## src/rtl/cr_kme_fifo_arb_pkg.sv

```systemverilog
// cr_kme_fifo_arb_pkg: shared defaults, state encoding and helpers for the KME FIFO arbiter.
package cr_kme_fifo_arb_pkg;
   localparam int N_REQ_DFLT  = 4;
   localparam int DATA_W_DFLT = 83;
   localparam int EOP_BIT     = DATA_W_DFLT - 1;
   localparam int STAT_W      = 16;
   typedef enum logic {ARB_IDLE, ARB_LOCK} arb_state_e;
   function automatic int eop_bit(input int data_w);
      return data_w - 1;
   endfunction
endpackage

```

## src/rtl/cr_kme_rr_pick.sv

```systemverilog
// cr_kme_rr_pick: first set request at or after ptr (with wrap), as one-hot grant and index.
module cr_kme_rr_pick #(
   parameter int N  = 4,
   parameter int IW = $clog2(N)
) (
   input  logic [N-1:0]  req,
   input  logic [IW-1:0] ptr,
   output logic [N-1:0]  gnt,
   output logic [IW-1:0] idx,
   output logic          any
);
   always_comb begin
      idx = '0;
      any = |req;
      // Walk from the far end back so the nearest match to ptr is written last.
      for (int k = N - 1; k >= 0; k--)
         if (req[(int'(ptr) + k) % N]) idx = IW'((int'(ptr) + k) % N);
      gnt = any ? (N'(1) << idx) : '0;
   end
endmodule

```

## src/rtl/cr_kme_fifo_arb.sv

```systemverilog
// cr_kme_fifo_arb: round-robin, packet-locking arbiter feeding the KME staging FIFO write port.
// Optional per-requester beat counters via CR_KME_FIFO_ARB_STATS_EN.
module cr_kme_fifo_arb
   import cr_kme_fifo_arb_pkg::*;
#(
   parameter  int N_REQ  = N_REQ_DFLT,
   parameter  int DATA_W = DATA_W_DFLT,
   localparam int IW     = $clog2(N_REQ)
) (
   input  logic                    clk,
   input  logic                    rst_n,
   input  logic [N_REQ-1:0]        req_valid,
   input  logic [N_REQ*DATA_W-1:0] req_data,
   output logic [N_REQ-1:0]        req_ack,
   input  logic                    fifo_in_stall,
   input  logic                    fifo_overflow,
   output logic [DATA_W-1:0]       fifo_in,
   output logic                    fifo_in_valid,
   output logic [IW-1:0]           arb_owner,
   output logic                    arb_locked,
`ifdef CR_KME_FIFO_ARB_STATS_EN
   input  logic [IW-1:0]           stat_sel,
   input  logic                    stat_clr,
   output logic [STAT_W-1:0]       stat_cnt,
`endif
   output logic                    err_overflow
);
   localparam int EOP = eop_bit(DATA_W);

   arb_state_e        state, state_nxt;
   logic [IW-1:0]     rr_ptr, rr_ptr_nxt, owner_nxt, idx;
   logic [N_REQ-1:0]  elig, gnt;
   logic              any;
   logic [DATA_W-1:0] sel_data, last_q;

   // While locked only the owner may be picked, so the picker returns the owner or nothing.
   assign elig = (state == ARB_LOCK) ? (req_valid & (N_REQ'(1) << arb_owner)) : req_valid;

   cr_kme_rr_pick #(.N(N_REQ), .IW(IW)) u_pick (
      .req (elig),
      .ptr (rr_ptr),
      .gnt (gnt),
      .idx (idx),
      .any (any)
   );

   assign sel_data      = req_data[idx*DATA_W +: DATA_W];
   assign fifo_in_valid = any & ~fifo_in_stall & rst_n;
   assign req_ack       = fifo_in_valid ? gnt : '0;
   assign fifo_in       = fifo_in_valid ? sel_data : last_q;
   assign arb_locked    = (state == ARB_LOCK);

   always_comb begin
      state_nxt  = state;
      owner_nxt  = arb_owner;
      rr_ptr_nxt = rr_ptr;
      if (fifo_in_valid) begin
         state_nxt  = sel_data[EOP] ? ARB_IDLE : ARB_LOCK;
         owner_nxt  = idx;
         rr_ptr_nxt = (idx == IW'(N_REQ - 1)) ? '0 : idx + 1'b1;
      end
   end

   always_ff @(posedge clk or negedge rst_n) begin
      if (!rst_n) begin
         state        <= ARB_IDLE;
         rr_ptr       <= '0;
         arb_owner    <= '0;
         last_q       <= '0;
         err_overflow <= 1'b0;
      end else begin
         state        <= state_nxt;
         rr_ptr       <= rr_ptr_nxt;
         arb_owner    <= owner_nxt;
         last_q       <= fifo_in;
         err_overflow <= err_overflow | fifo_overflow;
      end
   end

`ifdef CR_KME_FIFO_ARB_STATS_EN
   logic [STAT_W-1:0] cnt [N_REQ];

   always_ff @(posedge clk or negedge rst_n) begin
      if (!rst_n) begin
         for (int i = 0; i < N_REQ; i++) cnt[i] <= '0;
         stat_cnt <= '0;
      end else begin
         for (int i = 0; i < N_REQ; i++)
            if (stat_clr) cnt[i] <= '0;
            else if (req_ack[i] && cnt[i] != '1) cnt[i] <= cnt[i] + 1'b1;
         stat_cnt <= (stat_clr || int'(stat_sel) >= N_REQ) ? '0 : cnt[stat_sel];
      end
   end
`endif
endmodule

```

## config.mk

```make
export PLATFORM = sky130hd
export DESIGN_NAME = cr_kme_fifo_arb
export DESIGN_NICKNAME = d
export VERILOG_FILES = /design/src/rtl/cr_kme_fifo_arb_pkg.sv /design/src/rtl/cr_kme_rr_pick.sv /design/src/rtl/cr_kme_fifo_arb.sv
export SDC_FILE = /design/constraint.sdc
export NUM_CORES = 1
export LEC_CHECK = 0
export CORE_AREA = 2 2 169 171
export DETAILED_ROUTE_END_ITERATION = 7
export DIE_AREA = 0 0 171 173
export GPL_TIMING_DRIVEN = 0
export MAX_ROUTING_LAYER = met4
export PLACE_DENSITY_LB_ADDON = 0.25
export SYNTH_ARGS = -nofsm -noshare
export SYNTH_HDL_FRONTEND = slang
export SYNTH_HIERARCHICAL = 1
export SYNTH_SLANG_ARGS = --single-unit
```

## constraint.sdc

```tcl
create_clock -name clk -period 5.1 [get_ports clk]
set_input_delay 0.51 -clock clk [delete_from_list [all_inputs] [get_ports clk]]
set_output_delay 0.51 -clock clk [all_outputs]
set_load 0.01 [all_outputs]
```

==> results.yml <==
synthesis:
  netlist_instances: 339
  ys_seq_area_frac: 0.384
  yosysWarnings: 6
  synth_top_area_share: 0.384
  syn-cell-area_mm2: 0.00579
  synth.area.top_cells: "dfrtp_1 (38%), mux4_2 (32%), mux2_4 (12%), mux2_2 (7.6%), buf_2 (1.5%)"
  syn_avg_cell_area_um2: 17.1
  syn-num-nets: 680
  ys_types: 31
  ys_ff_latch: 89
  yosysTopAreaCell: "dfrtp_1"
global_route:
  globalRouteOverflowTotal: 0
  grt_pass1_wl_um: 32300
  antenna_found_initial: 0
  grt_max_degree: 48
  grt_pass1_vias: 5521
  track_usage: 0.150
clock_tree:
  path_clk_slew_ns: 0.07
  cts_buffers: 9
  max-clock-path-buffers: 2
  cts_tree: "done"
  cts_hold_buf: 0
  post-cts-setup-buffer-count: 0
  cts.sinks: 89
  h-tree-depth: 3
  ctsResizeCount: 0
  insertion_delay_ns: 0.35
  root_buffer: "clkbuf_16"
job:
  maxCapViolations: 0
worst_setup_path:
  cp.required_ns: 4.59
  path_max_fanout: 10
  worst-r2r-cell-count: 8
  crit_arrival_ns: 4.28
  critical_path_class: "primary input to output port"
  rr_endpoint: "last_q[62]"
  crit_path_start_kind: "primary input"
  crit_end: "fifo_in[60]"
  cp-end-kind: "output port"
  ff2ff_setup_slack_ns: 1.66
  crit_path_start: "req_valid[3]"
  rr_startpoint: "arb_owner[1]"
die:
  core_area_mm2: 0.0276
  fp.dieH_um: 173
  io_pins: 432
  die_w_um: 171
  die_area_mm2: 0.0296
  rows: 61
  start_util: 0.210
cells_and_area:
  final_cell_mix: "clkdlybuf4s50_1 (430), dfrtp_1 (89), mux4_2 (83)"
  drive_gt1_frac: 0.276
  final_nets: 1123
  diodes: 0
  final_util: 0.395
  final_common_cell: "clkdlybuf4s50_1"
  syn_to_final_growth_pct: 88.3
min_path:
  min_path_type: "primary input to asynchronous set/reset pin"
sta:
  fmax_ghz: 0.209
  setup_viol: 0
  worstMarginPinSlew_ns: 0.806
  fin_tns_setup_ns: 0
  fin_crit_ns: 4.79
  maxSlewViolCount: 0
  hold_viol_final: 0
  finClkSkew_ns: 0.00832
  rsz0062_at_grt: "false"
  max_slew_margin: 0.463
  period_share: 0.938
routing:
  ant_nets: 0
  drc: 0
  viasPerCell: 4.24
  avgRoutedWirePerCell_um: 18.7
  dr.pass1.iters: 4
  drtIter0Drc: 168
  wl_um: 21800
  dr_total_vias: 4937
run_status:
  status: "finished clean"
power_and_ir_drop:
  p_leak_uw: 0.00415
  p_per_area_mw_per_mm2: 532
  vdd_drop_max_mv: 0.225
place:
  globalplace.congestion: 0.781
  hpwl_um: 18100
  io_buffers: 431
## layout make-up
class	instances	area, um^2
timing repair buffer	432	4340
sequential	89	2230
buffer	33	250
clock inverter	4	52.6
tap	378	473
fill	2718	16700
clock buffer	12	246
inverter	5	18.8
multi-input combinational	212	3300
## per-layer routing
metal  vias to the layer above  routed length [um]  track usage
met5                         -                   0            -
met4                         0                 416       0.0470
met3                        22                1850       0.0357
met2                       259               11500        0.272
met1                      2410                8020        0.158
li1                       2246                   -            -
## cells in the mapped netlist (all sizes together)
master,instances
o221a,2
o21ai,5
inv,5
ha,1
clkbuf,5
a21oi,4
a21boi,5
o2bb2a,1
o22ai,1
nor2,5
o2bb2ai,1
mux4,83
mux2,87
and3b,1
nor2b,1
mux2i,2
and2,6
a22o,1
dfrtp,89
nand2b,2
a31oi,1
or2,1
buf,28
nand2,2
## report_power, final
part | switching [uW] | internal (uW)
Combinational | 1550 | 2390
Clock | 297 | 394
Sequential | 112 | 1060
Total | 1960 | 3850
## metrics by stage
step | area (um^2) | setup slack [ns] | std cells | hold slack (ns) | total power [uW]
6_report | 10900 | 0.314 | 1165 | 0.189 | 5810
5_1_grt | 10900 | 0.00474 | 1165 | 0.227 | 6190
4_1_cts | 10900 | 0.163 | 1165 | 0.200 | 5950
3_5_place_dp | 10600 | 0.171 | 1149 | 0.478 | 5210
3_3_place_gp | 10600 | -1.88 | 1148 | 0.475 | 5210
2_1_floorplan | 5790 | 1.99 | 339 | 0.214 | 3530
## flip-flops by register name, summed over array words and instances (netlist names)
| signal | cells |
|---|---|
| rr_ptr | 2 |
| last_q | 83 |
| arb_locked | 1 |
| arb_owner | 2 |
| err_overflow | 1 |
## cells by family after synthesis
family          share of synthesized area
fa+ha+maj                         0.00216
simple gates                       0.0168
compound gates                     0.0251
flops                               0.384
mux                                 0.526
buf+inv                            0.0453
## worst max-delay path, stage by stage
cell and delay (ns):
clkdlybuf4s50_1 0.45, a21boi_0 0.61, inv_1 0.14, o2bb2a_1 0.36, clkdlybuf4s15_1 0.63, buf_2 0.39, mux4_2 0.38, mux2_4 0.28
clkdlybuf4s50_1 0.52
## worst min path at each step
stage	from	to	slack, ns	depth (start not counted)
finish	rst_n	last_q[49]	0.19	1
global route	rst_n	last_q[49]	0.23	1
CTS	rst_n	last_q[57]	0.20	1
detailed placement	last_q[81]	last_q[81]	0.48	1
global placement	last_q[71]	last_q[71]	0.47	1
floorplan	rst_n	arb_locked	0.21	0
Note: power is estimated with default switching activity, not from simulation.
